$ cat src/rtl/cpu_pkg.sv
// rtl/cpu_pkg.sv - shared CPU types and defaults for the fetch/decode path
package cpu_pkg;

   localparam int DATA_W            = 32;
   localparam int FDQ_DEPTH_DEFAULT = 4;

   typedef struct packed {
      logic [DATA_W-1:0] pc_plus_1;
      logic [DATA_W-1:0] instr;
   } fetch_entry_t;

endpackage

$ cat src/rtl/fdq_storage.sv
// rtl/fdq_storage.sv - entry register array, one synchronous write port, one asynchronous read port
module fdq_storage
   import cpu_pkg::*;
#(
   parameter int  DEPTH   = FDQ_DEPTH_DEFAULT,
   parameter type entry_t = fetch_entry_t,
   localparam int AW      = $clog2(DEPTH)
)(
   input  logic          clk,
   input  logic          wr_en,
   input  logic [AW-1:0] wr_addr,
   input  entry_t        wr_data,
   input  logic [AW-1:0] rd_addr,
   output entry_t        rd_data
);

   // No reset: stale contents are never visible because the top gates the output.
   entry_t mem [DEPTH];

   always_ff @(posedge clk) begin
      if (wr_en) begin
         mem[wr_addr] <= wr_data;
      end
   end

   assign rd_data = mem[rd_addr];

endmodule

$ cat src/rtl/fetch_decode_queue.sv
// rtl/fetch_decode_queue.sv - fetch-to-decode instruction queue with flush on redirect
// Optional zero-latency bypass when empty: define FDQ_BYPASS_EN.
module fetch_decode_queue
   import cpu_pkg::*;
#(
   parameter int DEPTH  = FDQ_DEPTH_DEFAULT,
   parameter int DATA_W = cpu_pkg::DATA_W
)(
   input  logic                       clk,
   input  logic                       rst,
   input  logic                       flush,
   input  logic                       in_valid,
   output logic                       in_ready,
   input  logic [DATA_W-1:0]          in_pc_plus_1,
   input  logic [DATA_W-1:0]          in_instr,
   output logic                       out_valid,
   input  logic                       out_ready,
   output logic [DATA_W-1:0]          out_pc_plus_1,
   output logic [DATA_W-1:0]          out_instr,
   output logic [$clog2(DEPTH+1)-1:0] count,
   output logic                       full,
   output logic                       empty
);

   localparam int AW = $clog2(DEPTH);
   localparam int CW = $clog2(DEPTH+1);

   typedef struct packed {
      logic [DATA_W-1:0] pc_plus_1;
      logic [DATA_W-1:0] instr;
   } entry_t;

   logic [AW-1:0] rd_ptr;
   logic [AW-1:0] wr_ptr;
   logic [CW-1:0] occ;
   logic          push;
   logic          pop;
   logic          bypass;
   entry_t        wr_entry;
   entry_t        head;

   assign full     = (occ == CW'(DEPTH));
   assign empty    = (occ == '0);
   assign count    = occ;
   assign in_ready = ~full;

`ifdef FDQ_BYPASS_EN
   assign bypass = empty & in_valid & ~flush;
`else
   assign bypass = 1'b0;
`endif

   assign out_valid = ~empty | bypass;
   assign pop       = ~empty & out_ready & ~flush;
   // A bypassed entry taken by decode this cycle never enters storage.
   assign push      = in_valid & in_ready & ~flush & ~(bypass & out_ready);

   assign wr_entry.pc_plus_1 = in_pc_plus_1;
   assign wr_entry.instr     = in_instr;

   fdq_storage #(
      .DEPTH   (DEPTH),
      .entry_t (entry_t)
   ) u_storage (
      .clk     (clk),
      .wr_en   (push),
      .wr_addr (wr_ptr),
      .wr_data (wr_entry),
      .rd_addr (rd_ptr),
      .rd_data (head)
   );

   always_comb begin
      out_pc_plus_1 = '0;
      out_instr     = '0;
      if (bypass) begin
         out_pc_plus_1 = in_pc_plus_1;
         out_instr     = in_instr;
      end else if (!empty) begin
         out_pc_plus_1 = head.pc_plus_1;
         out_instr     = head.instr;
      end
   end

   always_ff @(posedge clk) begin
      if (!rst) begin
         rd_ptr <= '0;
         wr_ptr <= '0;
         occ    <= '0;
      end else if (flush) begin
         rd_ptr <= '0;
         wr_ptr <= '0;
         occ    <= '0;
      end else begin
         if (push) begin
            wr_ptr <= wr_ptr + AW'(1);
         end
         if (pop) begin
            rd_ptr <= rd_ptr + AW'(1);
         end
         case ({push, pop})
            2'b10:   occ <= occ + CW'(1);
            2'b01:   occ <= occ - CW'(1);
            default: occ <= occ;
         endcase
      end
   end

endmodule
$ cat config.mk
export PLATFORM = sky130hd
export DESIGN_NAME = fetch_decode_queue
export DESIGN_NICKNAME = d
export VERILOG_FILES = /design/src/rtl/cpu_pkg.sv /design/src/rtl/fdq_storage.sv /design/src/rtl/fetch_decode_queue.sv
export SDC_FILE = /design/constraint.sdc
export NUM_CORES = 1
export LEC_CHECK = 0
export BUFFER_PORTS_ARGS = -buffer_cell sky130_fd_sc_hd__buf_2
export CORE_MARGIN = 2
export CORE_UTILIZATION = 45
export CTS_BUF_LIST = sky130_fd_sc_hd__clkbuf_8
export CTS_CLUSTER_DIAMETER = 60
export CTS_CLUSTER_SIZE = 28
export DETAILED_ROUTE_END_ITERATION = 6
export PLACE_DENSITY = 0.64
export SLEW_MARGIN = 20
export SYNTH_ARGS = -nofsm -noshare
export SYNTH_HDL_FRONTEND = slang
export SYNTH_SLANG_ARGS = --single-unit
$ cat constraint.sdc
create_clock -name clk -period 3.5 [get_ports clk]
set_clock_uncertainty 0.1 [all_clocks]
set_input_delay 0.7 -clock clk [delete_from_list [all_inputs] [get_ports clk]]
set_output_delay 0.7 -clock clk [all_outputs]
set_load 0.005 [all_outputs]
==> impl_metrics.csv, run 1 <==
group,metric,value,unit
outcome,status,"completed",
final_layout,final_common_cell,"edfxtp_1",
setup_path,crit_type,"reg -> out",
global_route,grt_pass1_vias,5450,
sta,tns,0,ps
die,start_util,45.5,%
routing,met2_length,9.82,mm
routing,routedLengthMet1,7.50,mm
setup_path,reg2regPathDepth,9,
sta,slew_violations,0,
hold_path,min_to,"u_storage.mem[3][2]$_DFFE_PP_",
synth,synth-edff-count,256,
sta,final-setup-viol-count,0,
die,die_h,155,µm
cts,cts.htree.levels,1,
routing,antenna_left,0,
routing,top_layer_used,"met5",
hold_path,min_from,"in_instr[2]",
final_layout,final_cell_mix,"256 x edfxtp_1, 139 x buf_2, 64 x and2_1, 60 x mux4_2, 21 x clkbuf_8",
synth,synth_seq_area_share,76.8,%
cts,cts_tree,"built",
placed_design,dpl_cell_area,11300,µm²
sta,fin_crit_sh,92.1,%
synth,synth_top_family_by_area,"multiplexers",
hold_path,hold-path-cell-count,1,
cts,clock_latency,540,ps
placed_design,hpwlAfterDp,11.2,mm
global_route,track_usage,16.1,%
setup_path,worst-path-max-fanout,24,
synth,syn_nets,538,
synth,syn-mean-instance-area,22.1,µm²
sta,fmax,310,MHz
final_layout,fin_nets,687,
synth,synth_xor_area_share,0.257,%
pwr,power.density,471,nW/µm²
synth,yosysWarningCount,0,
global_route,grt_max_degree,67,
routing,wl_per_cell,20.5,µm
synth,synth_cells,463,
pwr,p_leak,0.00401,µW
synth,async_flop_share,0,%
cts,post_cts_resize_count,0,
global_route,antenna_found_initial,3,
cts,postCtsSetupRepairBufs,0,
cts,root_buffer,"clkbuf_8",
setup_path,reg2reg_slack,850,ps
cts,hold_buffers,0,
synth,ys_ff_latch,265,
synth,synth_fa_ha_area_share,0.806,%
hold_path,min_path_type,"in -> reg",
die,fp.coreArea,22500,µm²
setup_path,cp-start-kind,"flop",
cts,clkTransAtPathRegs,140,ps
sta,hold_viol,0,
sta,worst_slew_pin_slew,686,ps
die,rows,55,
synth,synth-compound-area-share,0.562,%
flow_run,maxCapViolCount,0,
routing,dr.pass1.iters,6,
routing,dr.first_iter.drc_count,288,
final_layout,area_growth_syn_to_layout,14.7,%
setup_path,required,2700,ps
routing,drt_wl_total,18.8,mm
synth,syn-cell-area,10200,µm²
die,pin_count,140,
placed_design,portBuffers,139,
synth,muxShareOfSynthArea,14.2,%
setup_path,r2r-start,"count[2]$_SDFFE_PP0P_",
sta,fin_crit,3220,ps
setup_path,arrival,2420,ps
cts,cts.sinks,265,
setup_path,r2r_end,"count[2]$_SDFFE_PP0P_",
setup_path,worstSetupEndpointType,"primary output",
global_route,grt_overflow,0,
setup_path,crit_path_top_delay_cell,"dfxtp_4",
sta,maxSlewHeadroom,54.3,%
routing,routed_via_density,5.32,
cts,cts_buffers,20,
routing,wl_met3,1.01,mm
synth,yosys.area.top_type,"edfxtp_1",
sta,whs,251,ps
synth,synth_flop_cell,"edfxtp_1",
final_layout,fin_area,11700,µm²
global_route,grt_pass1_wl,29.8,mm
pwr,peakVddDrop,346,µV
routing,drc,0,
routing,dr_total_vias,4861,
synth,ys_types,29,
placed_design,place.gp.congestion,0.730,
sta,rsz0062_at_grt,"false",
cts,cts_buffer_depth,3,
synth,synth_simple_gate_area_share,5.06,%
die,die_x,155,µm
setup_path,critPathMaxStageDelay,690,ps
synth,netlist_top_cells_area,"edfxtp_1 75%, mux4_2 13%, and2_1 3.9%",
final_layout,drive_above_1_share,40.4,%
die,die_area,24000,µm²
final_layout,fillers,1791,
synth,synth_top_area_share,75.1,%
setup_path,worstPathCellList,"buf_4 -> mux4_2 -> and2_1 -> buf_2",
## power breakdown
group | internal, µW | total, µW | switching (µW)
registers | 3520 | 3530 | 12.8
clock network | 660 | 1780 | 1120
logic | 104 | 219 | 115
total | 4280 | 5530 | 1250
## layout make-up
cell class	instances	area [µm²]	area share [%]
Clock buffer	21	289	2.46
Multi-Input combinational cell	167	2160	18.4
Inverter	8	30.0	0.256
Timing Repair Buffer	150	853	7.27
Antenna cell	2	5.00	0.0426
Sequential cell	265	7880	67.1
Clock inverter	15	169	1.44
Tap cell	285	357	3.04
## synthesized netlist by cell type, types with 3 or more instances
cell / n
xor2_1: 3
and3_1: 4
edfxtp_1: 256
nor2_1: 6
ha_1: 5
clkbuf_1: 8
or3_1: 3
inv_1: 8
mux4_2: 60
buf_12: 6
mux4_1: 4
dfxtp_1: 9
and2_1: 64
buf_2: 7
a21oi_1: 4
## how the worst max path moves through the flow
stage	end	slack [ps]	depth (start not counted)
floorplan	u_storage.mem[0][0]$_DFFE_PP_	360	2
global placement	out_pc_plus_1[5]	810	4
detailed placement	count[2]$_SDFFE_PP0P_	690	10
CTS	out_pc_plus_1[26]	180	4
global route	out_pc_plus_1[26]	80	4
finish	out_pc_plus_1[26]	280	4
## registers in the layout, indices dropped and copies added, names as in the netlist, named ones only
name,cells
wr_ptr,2
count,3
u_storage.mem,256
rd_ptr,2
## per-stage QoR
step / instances / setup slack, ps / power, µW / utilization, %
floorplan: 463 / 358 / 3710 / -
global placement: 875 / 805 / 3820 / 50.1
detailed placement: 875 / 694 / 3830 / 50.1
CTS: 911 / 177 / 5600 / 52.1
global route: 912 / 81.7 / 5730 / 52.2
finish: 913 / 276 / 5530 / 52.2
## critical path: cells and delay by family, from the launching register on
family / cells / cell delay (ps)
mux: 1 / 540
flops: 1 / 690
simple gates: 1 / 180
buf+inv: 2 / 470
## logic make-up after synthesis
logic type,after synthesis
mux,64
compound gates,9
fa+ha+maj,6
flops,265
simple gates,85
xor+xnor,3
buf+inv,31
## metal layers
metal	track usage, %	vias to the layer above
met5	0	-
li1	-	2160
met2	28.8	126
met1	19.7	2542
met3	3.54	31
met4	4.81	2
Note: power is estimated with default switching activity, not from simulation.
==> run 2: changes to the inputs <==
--- a/config.mk
+++ b/config.mk
@@ -12,7 +12,7 @@
 export CTS_CLUSTER_DIAMETER = 60
 export CTS_CLUSTER_SIZE = 28
 export DETAILED_ROUTE_END_ITERATION = 6
-export PLACE_DENSITY = 0.64
+export PLACE_DENSITY = 0.63
 export SLEW_MARGIN = 20
 export SYNTH_ARGS = -nofsm -noshare
 export SYNTH_HDL_FRONTEND = slang
==> run 2 against run 1 <==
Effect of this change: sequential share of layout area rose by 0.37 points; via count decreased by 1.5%; sequential power hardly changed; critical path type unchanged; largest power group unchanged; highest routed layer is now met4.
==> impl_metrics.csv, run 2 (synthesis results as in run 1) <==
group,metric,value,unit
outcome,status,"completed",
setup_path,crit_path_top_delay_cell,"dfxtp_4",
setup_path,path_depth,4,
flow_run,maxCapViolCount,0,
routing,wl_per_cell,20.8,µm
cts,post_cts_resize_count,0,
pwr,peakVddDrop,309,µV
sta,final-setup-viol-count,0,
routing,drc,0,
sta,setup_ws,324,ps
global_route,antenna_found_initial,3,
sta,fin_crit,3180,ps
sta,fmax,315,MHz
cts,cts.htree.levels,1,
hold_path,hold-path-cell-count,1,
final_layout,drive_above_1_share,40.2,%
routing,drt_wl_total,18.9,mm
setup_path,r2r-start,"count[2]$_SDFFE_PP0P_",
sta,fin_crit_sh,90.7,%
routing,antenna_left,0,
global_route,track_usage,15.9,%
cts,cts.sinks,265,
setup_path,cp-start-kind,"flop",
global_route,grt_max_degree,67,
final_layout,regMostFlops,"u_storage.mem",
setup_path,crit_type,"reg -> out",
sta,hold_viol,0,
setup_path,critPathMaxStageDelay,620,ps
setup_path,critical_path.top_delay_family,"flip-flops",
setup_path,reg2regPathDepth,9,
die,die_h,155,µm
final_layout,final_common_cell,"edfxtp_1",
final_layout,largest_register_ff_count,256,
die,die_x,155,µm
sta,maxSlewHeadroom,54.6,%
routing,routed_via_density,5.27,
cts,cts_buffer_depth,3,
die,rows,55,
final_layout,fin_nets,685,
routing,dr.first_iter.drc_count,340,
sta,rsz0062_at_grt,"false",
die,pin_count,140,
cts,cts_tree,"built",
cts,clock_latency,510,ps
placed_design,place_ws,757,ps
final_layout,area_growth_syn_to_layout,14.0,%
routing,dr.pass1.iters,4,
setup_path,reg2reg_slack,850,ps
placed_design,place.gp.congestion,0.696,
cts,cts_buffers,16,
die,die_area,24000,µm²
pwr,p_leak,0.00397,µW
cts,postCtsSetupRepairBufs,0,
sta,tns,0,ps
final_layout,final_cell_mix,"256 x edfxtp_1, 139 x buf_2, 64 x and2_1, 60 x mux4_2, 17 x clkbuf_8",
hold_path,min_from,"in_pc_plus_1[20]",
setup_path,r2r_end,"count[2]$_SDFFE_PP0P_",
final_layout,post-route-util,51.9,%
die,fp.coreArea,22500,µm²
setup_path,worstPathCellList,"buf_12 -> mux4_2 -> and2_1 -> buf_2",
setup_path,arrival,2380,ps
hold_path,min_to,"u_storage.mem[0][52]$_DFFE_PP_",
cts,hold_buffers,0,
routing,dr_total_vias,4788,
sta,worst_slew_pin_slew,681,ps
global_route,grt_pass1_vias,5095,
cts,root_buffer,"clkbuf_8",
global_route,grt_pass1_wl,29.1,mm
die,start_util,45.5,%
placed_design,hpwlAfterDp,11.6,mm
global_route,grt_overflow,0,
sta,slew_violations,0,
setup_path,worstSetupEndpointType,"primary output",
setup_path,critPathBufInv,2,
hold_path,min_path_type,"in -> reg",
setup_path,required,2700,ps
cts,clkTransAtPathRegs,140,ps
pwr,power.density,457,nW/µm²
placed_design,portBuffers,139,
final_layout,fillers,1791,
setup_path,worst-path-max-fanout,33,
run 2: changes by cell type in the layout (fill, tap and decap cells not counted), sizes merged:
cell    change
buf         +2
inv         -8
bufinv      +1
diode       +1
clkinv      +3
clkbuf      -4
run 2: cell type report:
type | instances | area, µm² | share of cell area (%)
diodes | 3 | 7.51 | 0.0643
clock buffers | 17 | 234 | 2.00
clock inverters | 11 | 138 | 1.18
inverters | 8 | 30.0 | 0.257
multi-input cells | 167 | 2170 | 18.6
flip-flops and latches | 265 | 7880 | 67.5
well taps | 285 | 357 | 3.05
repair buffers | 152 | 868 | 7.44
run 2: worst max path at each step:
| stage | startpoint | to | slack (ps) |
|---|---|---|---|
| floorplan | in_valid | u_storage.mem[0][0]$_DFFE_PP_ | 360 |
| global placement | count[1]$_SDFFE_PP0P_ | out_instr[22] | 800 |
| detailed placement | flush | count[2]$_SDFFE_PP0P_ | 760 |
| CTS | flop | out_pc_plus_1[28] | 240 |
| global route | flop | out_instr[0] | 150 |
| finish | flop | out_pc_plus_1[23] | 320 |
run 2: report_power, final:
part	switching (µW)	internal (µW)	leakage, µW
clock network	1000	586	0.000184
registers	12.4	3520	0.00240
logic	117	105	0.00139
run 2: per-layer routing:
metal | vias to the layer above | wire [µm] | track usage, %
li1 | 2156 | - | -
met5 | - | 0 | 0
met4 | 0 | 291 | 3.88
met2 | 121 | 9400 | 26.5
met1 | 2491 | 8220 | 22.2
met3 | 20 | 1000 | 2.81
run 2: through the flow:
stage | instances | hold slack (ps) | power (µW) | cell area (µm²)
after CTS | 905 | 236 | 5400 | 11700
final | 908 | 272 | 5340 | 11700
after floorplan | 463 | 359 | 3710 | 10200
after global placement | 877 | 356 | 3820 | 11300
after detailed placement | 877 | 385 | 3830 | 11300
after global routing | 906 | 230 | 5530 | 11700
